===== src/rtl/pipe_pkg.sv =====
// Shared definitions for the CPU pipeline boundary registers: payload
// layouts, widths, field offsets and the stage occupancy encoding.
package pipe_pkg;

    // Occupancy encoding reported on pipe_stage_hs.count
    localparam logic [1:0] CNT_EMPTY = 2'd0;
    localparam logic [1:0] CNT_ONE   = 2'd1;
    localparam logic [1:0] CNT_FULL  = 2'd2;

    // IF/ID payload: {pc, instr}
    typedef struct packed {
        logic [31:0] pc;
        logic [31:0] instr;
    } ifid_t;
    localparam int IFID_W         = $bits(ifid_t);   // 64
    localparam int IFID_INSTR_LSB = 0;
    localparam int IFID_PC_LSB    = 32;

    // ID/EX payload: {pc, rs1v, rs2v, imm, rd, alu_op, regwrite, memread, memwrite}
    typedef struct packed {
        logic [31:0] pc;
        logic [31:0] rs1v;
        logic [31:0] rs2v;
        logic [31:0] imm;
        logic [4:0]  rd;
        logic [3:0]  alu_op;
        logic        regwrite;
        logic        memread;
        logic        memwrite;
    } idex_t;
    localparam int IDEX_W            = $bits(idex_t); // 140
    localparam int IDEX_MEMWRITE_LSB = 0;
    localparam int IDEX_MEMREAD_LSB  = 1;
    localparam int IDEX_REGWRITE_LSB = 2;
    localparam int IDEX_ALUOP_LSB    = 3;
    localparam int IDEX_RD_LSB       = 7;
    localparam int IDEX_IMM_LSB      = 12;
    localparam int IDEX_RS2V_LSB     = 44;
    localparam int IDEX_RS1V_LSB     = 76;
    localparam int IDEX_PC_LSB       = 108;

    // EX/MEM payload: {alu_res, st_data, rd, regwrite, memread, memwrite}
    typedef struct packed {
        logic [31:0] alu_res;
        logic [31:0] st_data;
        logic [4:0]  rd;
        logic        regwrite;
        logic        memread;
        logic        memwrite;
    } exmem_t;
    localparam int EXMEM_W            = $bits(exmem_t); // 72
    localparam int EXMEM_MEMWRITE_LSB = 0;
    localparam int EXMEM_MEMREAD_LSB  = 1;
    localparam int EXMEM_REGWRITE_LSB = 2;
    localparam int EXMEM_RD_LSB       = 3;
    localparam int EXMEM_STDATA_LSB   = 8;
    localparam int EXMEM_ALURES_LSB   = 40;

    // MEM/WB payload: {wb_data, rd, regwrite}; an all-zero bubble means no writeback
    typedef struct packed {
        logic [31:0] wb_data;
        logic [4:0]  rd;
        logic        regwrite;
    } memwb_t;
    localparam int MEMWB_W            = $bits(memwb_t); // 38
    localparam int MEMWB_REGWRITE_LSB = 0;
    localparam int MEMWB_RD_LSB       = 1;
    localparam int MEMWB_WBDATA_LSB   = 6;

    // Occupancy from the two entry valid bits (skid is only ever full behind a full main)
    function automatic logic [1:0] cnt_enc(input logic main_v, input logic skid_v);
        if (main_v && skid_v) return CNT_FULL;
        if (main_v || skid_v) return CNT_ONE;
        return CNT_EMPTY;
    endfunction

endpackage


===== src/rtl/pipe_slot.sv =====
// One pipeline entry: valid bit plus W-bit payload, with load and clear.
// Clear optionally zeroes the payload so idle entries read as all-zero.
module pipe_slot #(
    parameter int W = 64
) (
    input  logic         clk,
    input  logic         reset,
    input  logic         ld,
    input  logic         clr,
    input  logic         zclr,
    input  logic [W-1:0] d,
    output logic         vld,
    output logic [W-1:0] q
);

    // Entry register: reset > clear > load; payload holds when nothing happens
    always_ff @(posedge clk) begin
        if (reset) begin
            vld <= 1'b0;
            q   <= '0;
        end else if (clr) begin
            vld <= 1'b0;
            if (zclr) q <= '0;
        end else if (ld) begin
            vld <= 1'b1;
            q   <= d;
        end
    end

endmodule


===== src/rtl/pipe_stage_hs.sv =====
// Pipeline boundary register with valid/ready handshake, flush and an
// optional skid entry. With SKID=1, in_ready comes straight from the skid
// valid flop (gated only by reset/flush), breaking the ready path upstream.
module pipe_stage_hs
    import pipe_pkg::*;
#(
    parameter int W         = 64,
    parameter int SKID      = 1,
    parameter int ZERO_IDLE = 1
) (
    input  logic         clk,
    input  logic         reset,
    input  logic         flush,
    input  logic         in_valid,
    output logic         in_ready,
    input  logic [W-1:0] in_data,
    output logic         out_valid,
    input  logic         out_ready,
    output logic [W-1:0] out_data,
    output logic [1:0]   count
);

    logic         main_v;
    logic [W-1:0] main_q;
    logic [W-1:0] main_d;
    logic         main_ld;
    logic         main_clr;
    logic         main_zclr;
    logic         in_fire;
    logic         out_fire;

    assign in_fire   = in_valid & in_ready;
    assign out_fire  = main_v & out_ready;
    assign out_valid = main_v;
    // Every path that empties main zeroes it when ZERO_IDLE is set, so the
    // payload register itself is the idle-zero output.
    assign out_data  = main_q;
    // Flush always zeroes; a normal pop zeroes only in ZERO_IDLE mode
    assign main_zclr = flush | (ZERO_IDLE != 0);

    pipe_slot #(.W(W)) u_main (
        .clk   (clk),
        .reset (reset),
        .ld    (main_ld),
        .clr   (main_clr),
        .zclr  (main_zclr),
        .d     (main_d),
        .vld   (main_v),
        .q     (main_q)
    );

    if (SKID != 0) begin : g_skid
        logic         skid_v;
        logic [W-1:0] skid_q;
        logic         skid_ld;
        logic         skid_clr;

        // Registered ready: only the skid flop decides, reset/flush block intake
        assign in_ready = ~skid_v & ~reset & ~flush;

        // Main refills from skid on a pop, otherwise from input when it is free.
        // in_fire is impossible while skid is full, so the two never collide.
        assign main_d   = skid_v ? skid_q : in_data;
        assign main_ld  = (out_fire & skid_v) | (in_fire & (~main_v | out_fire));
        assign main_clr = flush | (out_fire & ~main_ld);

        // Skid catches the input only when main is full and stalled
        assign skid_ld  = in_fire & main_v & ~out_fire;
        assign skid_clr = flush | (out_fire & skid_v);

        pipe_slot #(.W(W)) u_skid (
            .clk   (clk),
            .reset (reset),
            .ld    (skid_ld),
            .clr   (skid_clr),
            .zclr  (1'b1),
            .d     (in_data),
            .vld   (skid_v),
            .q     (skid_q)
        );

        assign count = cnt_enc(main_v, skid_v);
    end else begin : g_single
        // Combinational ready: accept when empty or when the entry leaves now
        assign in_ready = (~main_v | out_ready) & ~reset & ~flush;
        assign main_d   = in_data;
        assign main_ld  = in_fire;
        assign main_clr = flush | (out_fire & ~in_fire);
        assign count    = cnt_enc(main_v, 1'b0);
    end

endmodule

===== config.mk =====
export PLATFORM = sky130hd
export DESIGN_NAME = pipe_stage_hs
export DESIGN_NICKNAME = d
export VERILOG_FILES = /design/src/rtl/pipe_pkg.sv /design/src/rtl/pipe_slot.sv /design/src/rtl/pipe_stage_hs.sv
export SDC_FILE = /design/constraint.sdc
export NUM_CORES = 1
export LEC_CHECK = 0
export ABC_AREA = 1
export BUFFER_PORTS_ARGS = -buffer_cell sky130_fd_sc_hd__buf_2
export CAP_MARGIN = 20
export CORE_MARGIN = 2
export CORE_UTILIZATION = 53
export CTS_CLUSTER_DIAMETER = 60
export CTS_CLUSTER_SIZE = 28
export DETAILED_ROUTE_END_ITERATION = 6
export GPL_TIMING_DRIVEN = 0
export PLACE_DENSITY_LB_ADDON = 0.2
export SLEW_MARGIN = 5
export SYNTH_ARGS = -nofsm -noshare
export SYNTH_HDL_FRONTEND = slang
export SYNTH_SLANG_ARGS = --single-unit

===== constraint.sdc =====
create_clock -name clk -period 1.6 [get_ports clk]
set_input_delay 0.16 -clock clk [delete_from_list [all_inputs] [get_ports clk]]
set_output_delay 0.16 -clock clk [all_outputs]
set_load 0.03 [all_outputs]

==> out/metrics.cfg, run 1 <==
[critical_path]
timing.rr.start=g_skid.u_skid.vld
slowest_delay_ns=0.54
endpoint_kind=flip-flop
cp.arrival_ns=1.99
cp_slowest_cell=dlygate4sd3_1
r2r_slack_ns=0.12
crit_top_cell=buf_2
path_max_fanout=10
reg2reg_to=u_main.q[23]
path_cells=dlygate4sd3_1, buf_2, nor2_4, nand4_2, nand2_2, buf_2, nand2_1, a21oi_1
reg2regPathDepth=5
worstSetupPathType=input port to flip-flop
start_kind=input port
critPathRequiredTime_ns=2.04

[global_route]
grt_first_pass_wirelength_um=24870
grt_start_max_net_pins=17
grt_pass1_vias=5307
grt_overflow=0
grt_usage=0.2746
antenna_found_initial=0

[clocking]
cts_buffers=17
cts_root_buf=clkbuf_8
htree_levels=4
numClockSinks=130
clk_latency_ns=0.52
cts.path.max_buffers=2
cts_tree=done
clk_pin_slew_worst_paths_ns=0.06

[synthesis]
yosysUniqueCellTypes=22
netlist_area_um2=5512
synth_seq_area_share=0.4722
ys_ff_latch=130
syn_avg_cell_area_um2=7.012
yosys_warnings=0
syn_inst=786
synthesis.nets=856

[finish]
final_net_count=1077
utilization=0.7503
drive_above_1_share=0.2306
num_antenna_cells=0
areaGrowthSynthToFinish_pct=39.27

[timing]
period_minus_slack_ns=1.556
clock.fmax_mhz=642.5
rsz0062_at_grt=no
post-route-period-util=0.9728
fin_skew_ns=0.008659
tightest_slew_ns=0.5637
tns_ns=0
slew_headroom=0.6242
setup_viol=0
slew_violations=0
hold_violations=0

[routing]
drt-pass1-iter-count=4
ant_nets=0
route.detailed.drc=0
first_iter_violations=314
wire_per_inst_um=13.40
vias=5844
routed_wl_um=15480
viasPerCell=5.060

[min_path]
hp-class=input port to flip-flop
min_to=u_main.vld
whs_path_depth=5
min_from=in_valid

[floorplan]
die-area_um2=11230
ios=137
core-area_um2=10230
fp.dieW_um=106.0
row_count=37
start_util=0.5387
die-height_um=106.0

[outcome]
status=finished, final reports clean

[place]
gp_congestion=0.8332
port_buffers=136
hpwl_um=9744

[power_and_ir_drop]
powerDensity_nw_per_um2=1024
peakVddDrop_mv=0.5924
power_w=0.007863
leakage_nw=3.659

[flow_run]
drv_cap=0

[worst max-delay path, delay by kind of cell]
family          cells  cell delay, ns
simple gates        4            0.68
compound gates      1            0.18
buf+inv             3            0.97
[cell usage after synthesis]
cell	count	area, um2
nand2_1	258	968.4
dfxtp_1	130	2603
nor2_1	128	480.5
nand3_1	65	325.3
a21oi_1	64	320.3
o21ai_0	52	260.3
buf_2	31	155.2
buf_6	13	146.4
o21ai_1	12	60.06
clkbuf_1	11	41.29
buf_1	3	11.26
inv_2	3	11.26
nand2_2	3	18.77
buf_4	2	15.01
inv_1	2	7.510
nand3_2	2	20.02
nor2_4	2	22.52
a21oi_2	1	8.760
ha_1	1	12.51
nand4_1	1	6.260
nand4_2	1	12.51
nor3_1	1	5.000
[power breakdown]
part	leakage [nW]	switching (W)	internal (W)	total [W]
sequential	1.05	0.0000128	0.00326	0.00327
clock	0.297	0.00145	0.00256	0.00401
combinational	2.31	0.000310	0.000266	0.000576
total	3.66	0.00177	0.00609	0.00786
[state kept, by name, summed over array words and instances (netlist names)]
register and count:
g_skid.u_skid.q 64, g_skid.u_skid.vld 1, u_main.q 64, u_main.vld 1
[cells in the final DEF, fill, tap and decap left out, types with 6 or more instances in the layout]
cell type	instances
clkbuf_16	16
nand2_1	258
a21oi_1	64
dlygate4sd3_1	66
nand3_1	65
nor2_1	128
buf_2	166
clkbuf_2	6
buf_6	14
dfxtp_1	128
o21ai_0	52
o21ai_1	12
[layout make-up]
type / count / area [um2]
Buffer: 60 / 386.6
Clock buffer: 18 / 427.9
Fill cell: 839 / 2555
Clock inverter: 13 / 185.2
Multi-Input combinational cell: 591 / 2532
Sequential cell: 130 / 2608
Tap cell: 136 / 170.2
Timing Repair Buffer: 202 / 1348
Inverter: 5 / 18.77
[worst max path at each step]
stage | startpoint | slack [ns] | to
after floorplan | g_skid.u_skid.vld | 0.19 | in_ready
after global placement | g_skid.u_skid.vld | 0.09 | u_main.q[15]
after detailed placement | g_skid.u_skid.vld | 0.08 | g_skid.u_skid.q[46]
after CTS | g_skid.u_skid.vld | 0.001 | in_ready
after global routing | reset | 0.004 | g_skid.u_skid.q[12]
final | reset | 0.04 | u_main.q[23]
[layer usage]
metal,routed length (um),vias up,share of wire,track usage
met5,0,-,0,0
met4,299,0,0.019,0.09305
met3,931,31,0.060,0.05028
met2,7145,211,0.46,0.4373
met1,7100,2641,0.46,0.3774
li1,-,2961,-,-
[cells by family (layout without fill, tap and decap cells)]
logic type	after synthesis	in the layout	synth area share
AOI/OAI and AO/OA	129	129	0.1178
DFF	130	130	0.4722
adders and majority gates	1	1	0.002270
and+or+nand+nor	461	461	0.3373
buffers and inverters	65	298	0.07037
[repair_timing]
action / 4_1_cts / 5_1_grt
setup buffers: 0 / 0
cloned: 0 / 0
pin swaps: 0 / 1
hold endpoints to repair: 92 / 0
endpoints found under the setup margin: 2 / 43
resized for setup: 6 / 15
hold buffers: 66 / 0
[per-stage QoR]
stage          setup slack, ns  hold WS (ns)  instance area [um2]  instances
2_1_floorplan           0.1858        0.2949                 5512        786
3_3_place_gp           0.09401        0.3999                 6362       1058
3_5_place_dp           0.07790        0.4063                 6362       1058
4_1_cts               0.001180       0.05460                 7652       1155
5_1_grt               0.003855       0.09552                 7676       1155
6_report               0.04359       0.06312                 7676       1155
Note: power is estimated with default switching activity, not from simulation.
==> run 2, diff against run 1 <==
--- a/config.mk
+++ b/config.mk
@@ -15,6 +15,7 @@
 export DETAILED_ROUTE_END_ITERATION = 6
 export GPL_TIMING_DRIVEN = 0
 export PLACE_DENSITY_LB_ADDON = 0.2
+export SETUP_SLACK_MARGIN = 0.15
 export SLEW_MARGIN = 5
 export SYNTH_ARGS = -nofsm -noshare
 export SYNTH_HDL_FRONTEND = slang
==> run 2 against run 1 <==
  * Critical path depth fell by 5
  * Worst setup slack improved by 0.034 ns
  * Via count fell by 0.50%
  * Die area did not move
  * Critical path type is now flip-flop to primary output
  * Utilization rose by 1.1 points
  * Largest cell class unchanged
  * Sequential share of layout area fell by 0.45 points
  * Design area rose by 1.5%
  * Fmax rose by 2.2%
  * Count of clock-buffer cells in the layout did not move
  * Total power rose by 0.19%
  * Hold slack improved by 0.00094 ns
  * Highest routed layer unchanged
==> out/metrics.cfg, run 2 (synthesized netlist as in run 1, its figures left out) <==
[power_and_ir_drop]
power_w=0.007878
powerDensity_nw_per_um2=1012
leakage_nw=3.700
peakVddDrop_mv=0.5917

[floorplan]
core-area_um2=10230
start_util=0.5387
fp.dieW_um=106.0
row_count=37
die-height_um=106.0
ios=137
die-area_um2=11230

[critical_path]
critPathRequiredTime_ns=1.44
path_cells=clkbuf_16, nor3_4, buf_6
timing.rr.start=g_skid.u_skid.vld
start_kind=flip-flop
worstSetupPathType=flip-flop to primary output
endpoint_kind=primary output
slowest_delay_ns=0.39
reg2reg_to=g_skid.u_skid.vld
crit_family=flip-flops
worst-path-buf-inv=2
reg2regPathDepth=4
cp.arrival_ns=1.36
cp_slowest_cell=dfxtp_4
path_max_fanout=5
r2r_slack_ns=0.16

[place]
gp_congestion=0.8332
hpwl_um=9744
port_buffers=136
placed_area_um2=6362
dpl_worst_slack_ns=0.07790

[timing]
tns_ns=0
setup_viol=0
hold_violations=0
setup_slack_ns=0.07750
clock.fmax_mhz=656.8
period_minus_slack_ns=1.523
post-route-period-util=0.9516
slew_headroom=0.6425
fin_skew_ns=0.009214
slew_violations=0
tightest_slew_ns=0.5362
rsz0062_at_grt=yes

[global_route]
grt_usage=0.2792
antenna_found_initial=0
grt_start_max_net_pins=17
grt_overflow=0
grt_pass1_vias=5352
grt_first_pass_wirelength_um=25210

[clocking]
clk_latency_ns=0.52
htree_levels=4
clk_pin_slew_worst_paths_ns=0.06
cts_buffers=17
cts.path.max_buffers=2
cts_tree=done
numClockSinks=130
cts_root_buf=clkbuf_8

[finish]
layout_commonest_cell=nand2_1
nFillCells=826
drive_above_1_share=0.2392
reg_top3=g_skid.u_skid.q (64), u_main.q (64)
final_net_count=1078
areaGrowthSynthToFinish_pct=41.29
final_cell_mix=nand2_1, buf_2, dfxtp_1
num_antenna_cells=0
utilization=0.7612
fin_area_um2=7787

[min_path]
min_from=in_valid
whs_path_depth=5
hp-class=input port to flip-flop
min_to=u_main.vld

[routing]
route.detailed.drc=0
routed_wl_um=15740
viasPerCell=5.030
first_iter_violations=304
ant_nets=0
vias=5815
drt-pass1-iter-count=5
wire_per_inst_um=13.61

[outcome]
status=finished, final reports clean

[flow_run]
drv_cap=0

-- run 2: cell types whose count changed in the layout (fill, tap and decap cells not counted), sizes merged --
cell,previous run,this run
clkbuf,30,45
buf,184,170
-- run 2: per-layer routing --
| metal | wire (um) | GRT usage | up-vias |
|---|---|---|---|
| met5 | 0 | 0 | - |
| met4 | 294 | 0.09868 | 0 |
| met3 | 796 | 0.05395 | 29 |
| met2 | 7386 | 0.4461 | 190 |
| met1 | 7257 | 0.3790 | 2623 |
| li1 | - | - | 2973 |
-- run 2: worst max-delay path by stage --
stage                      start                  end  slack (ns)  cells after the start
5_1_grt        g_skid.u_skid.vld             in_ready        0.06                      3
3_5_place_dp   g_skid.u_skid.vld  g_skid.u_skid.q[46]        0.08                      6
4_1_cts        g_skid.u_skid.vld             in_ready        0.10                      3
2_1_floorplan  g_skid.u_skid.vld             in_ready        0.19                      2
6_report       g_skid.u_skid.vld             in_ready        0.08                      3
3_3_place_gp   g_skid.u_skid.vld         u_main.q[15]        0.09                      5
-- run 2: per-stage QoR --
stage          hold slack, ns  cells
4_1_cts               0.04694   1156
6_report              0.06406   1156
2_1_floorplan          0.2949    786
3_3_place_gp           0.3999   1058
3_5_place_dp           0.4063   1058
5_1_grt               0.09823   1156
-- run 2: repair_timing --
action	4_1_cts	5_1_grt
gates resized for setup	19	39
hold buffers	66	0
setup buffers	1	0
pin swaps	1	0
hold endpoints to repair	92	0
setup endpoints to repair	100	86
-- run 2: where the power goes --
| group | switching (W) | internal, W | leakage, nW |
|---|---|---|---|
| Sequential | 0.0000133 | 0.00326 | 1.05 |
| Combinational | 0.000314 | 0.000274 | 2.35 |
| Clock | 0.00145 | 0.00256 | 0.297 |
-- run 2: worst min-delay path, stage by stage --
cell	delay, ns
buf_2	0.11
nand3_2	0.11
nand3_1	0.07
nand2_1	0.06
inv_1	0.03
-- run 2: area by class of cell --
class,count,area [um2],share of cell area
sequential,130,2610,0.3352
multi-input combinational,591,2557,0.3284
timing repair buffer,203,1364,0.1751
buffer,60,451.7,0.05800
clock buffer,18,427.9,0.05495
clock inverter,13,185.2,0.02378
tap,136,170.2,0.02185
inverter,5,21.27,0.002731
==> run 3, diff against run 2 <==
==> constraint.sdc (replaced) <==
create_clock -name clk -period 1.6 [get_ports clk]
set_input_delay 0.4 -clock clk [delete_from_list [all_inputs] [get_ports clk]]
set_output_delay 0.4 -clock clk [all_outputs]
set_load 0.03 [all_outputs]
==> run 3 against run 2 <==
  * Largest cell class is now multi-input gates
  * Hold slack better by 0.052 ns
  * Highest routed layer unchanged
  * First-iteration DRC count is 8.6% higher
  * Routed wire length is 0.89% higher
  * Register-to-register slack worse by 0.11 ns
  * The run now ends with setup timing left
  * Count of clock-buffer cells in the layout is 3 higher
  * Via count is 2.2% lower
  * Largest power group unchanged
  * Utilization is 0.16 points higher
  * Total power is 1.6% lower
  * Combinational power is 11% lower
==> out/metrics.cfg, run 3 (synthesized netlist as in run 1, its figures left out) <==
[finish]
drive_above_1_share=0.3151
layout_commonest_cell=nand2_1
final_net_count=1025
num_antenna_cells=0
reg_top3=g_skid.u_skid.q (64), u_main.q (64)
areaGrowthSynthToFinish_pct=41.59
final_cell_mix=nand2_1, dfxtp_1, nor2_1
utilization=0.7627

[timing]
setup_viol=2
period_minus_slack_ns=1.718
post-route-period-util=1.074
rsz0062_at_grt=yes
hold_violations=0
fin_skew_ns=0.007775
tightest_slew_ns=0.3130
clock.fmax_mhz=581.9
slew_headroom=0.7909
tns_ns=-0.1954
setup_slack_ns=-0.1184
slew_violations=0

[global_route]
grt_usage=0.2635
grt_pass1_vias=4979
grt_first_pass_wirelength_um=23740
grt_overflow=0
grt_start_max_net_pins=17
antenna_found_initial=0

[critical_path]
crit_family=flip-flops
cp.arrival_ns=1.32
critPathRequiredTime_ns=1.20
cp_slowest_cell=dfxtp_4
worst-path-buf-inv=2
slowest_delay_ns=0.37
endpoint_kind=primary output
path_max_fanout=4
worstSetupPathType=flip-flop to primary output
start_kind=flip-flop
path_cells=clkbuf_16, nor3_4, buf_6

[place]
port_buffers=136
gp_congestion=0.7814
dpl_worst_slack_ns=-0.1188
hpwl_um=9650

[clocking]
cts_root_buf=clkbuf_8
ctsHoldBuffers=0
htree_levels=4
cts_buffers=17
numClockSinks=130
clk_latency_ns=0.52
clk_pin_slew_worst_paths_ns=0.06
cts_tree=done
cts.path.max_buffers=2

[floorplan]
fp.dieW_um=106.0
row_count=37
start_util=0.5387
ios=137
die-height_um=106.0
core-area_um2=10230
die-area_um2=11230

[power_and_ir_drop]
leakage_nw=3.571
powerDensity_nw_per_um2=993.9
peakVddDrop_mv=0.6603

[outcome]
status=complete, but fails checks
violations=setup timing

[routing]
viasPerCell=5.152
wire_per_inst_um=14.38
routed_wl_um=15880
drt-pass1-iter-count=7
first_iter_violations=330
vias=5688
route.detailed.drc=0
ant_nets=0

[min_path]
hp-class=input port to flip-flop

[flow_run]
drv_cap=0

-- run 3: cell types whose count changed in the layout (fill, tap and decap cells not counted), sizes merged --
cell	previous run	this run
bufinv	4	3
clkbuf	45	36
clkinv	6	4
buf	170	194
dlygate4sd3	66	0
clkinvlp	2	4
-- run 3: through the flow --
step / power (W) / area (um2) / cells / hold slack (ns)
after floorplan: 0.003587 / 5517 / 786 / 0.4614
after global placement: 0.003773 / 6367 / 1058 / 0.4685
after detailed placement: 0.003775 / 6367 / 1058 / 0.4706
after CTS: 0.007715 / 7279 / 1093 / 0.1016
after global routing: 0.007991 / 7804 / 1104 / 0.1158
final: 0.007756 / 7804 / 1104 / 0.1163
-- run 3: layout make-up --
class	instances	area, um2
timing repair buffer	150	1102
multi-input combinational	591	2690
tap	136	170.2
clock inverter	11	152.6
timing repair inverter	1	7.507
buffer	59	565.5
clock buffer	21	459.2
sequential	130	2628
fill	788	2427
inverter	5	28.78
-- run 3: per-layer routing --
metal	up-vias	part of all wire	GRT usage
met5	-	0	0
met4	0	0.013	0.1015
met3	19	0.060	0.05395
met2	192	0.49	0.4332
met1	2604	0.44	0.3421
li1	2873	-	-
-- run 3: final timing paths --
check | endpoint | start | depth (start not counted) | slack, ns
max | in_ready | g_skid.u_skid.vld | 3 | -0.12
min | g_skid.u_skid.q[51] | in_data[51] | 3 | 0.12
max reg2reg | g_skid.u_skid.q[56] | g_skid.u_skid.vld | 9 | 0.05
min reg2reg | u_main.q[5] | u_main.q[5] | 2 | 0.48
-- run 3: repair_timing --
action | 4_1_cts | 5_1_grt
cloned | 0 | 6
setup endpoints to repair | 83 | 147
gates resized for setup | 107 | 161
buffers inserted | 3 | 6
pin swaps | 2 | 12
-- run 3: power by group --
| group | switching, W | internal [W] |
|---|---|---|
| sequential | 0.0000146 | 0.00326 |
| clock | 0.00145 | 0.00251 |
| combinational | 0.000311 | 0.000211 |
-- run 3: worst reg2reg max path: stages (launching register included) --
cell	delay, ns
dfxtp_4	0.37
buf_4	0.16
inv_6	0.08
nand3_4	0.09
nor2_4	0.20
inv_4	0.08
buf_12	0.15
buf_12	0.15
nor2_4	0.09
nor2_1	0.05
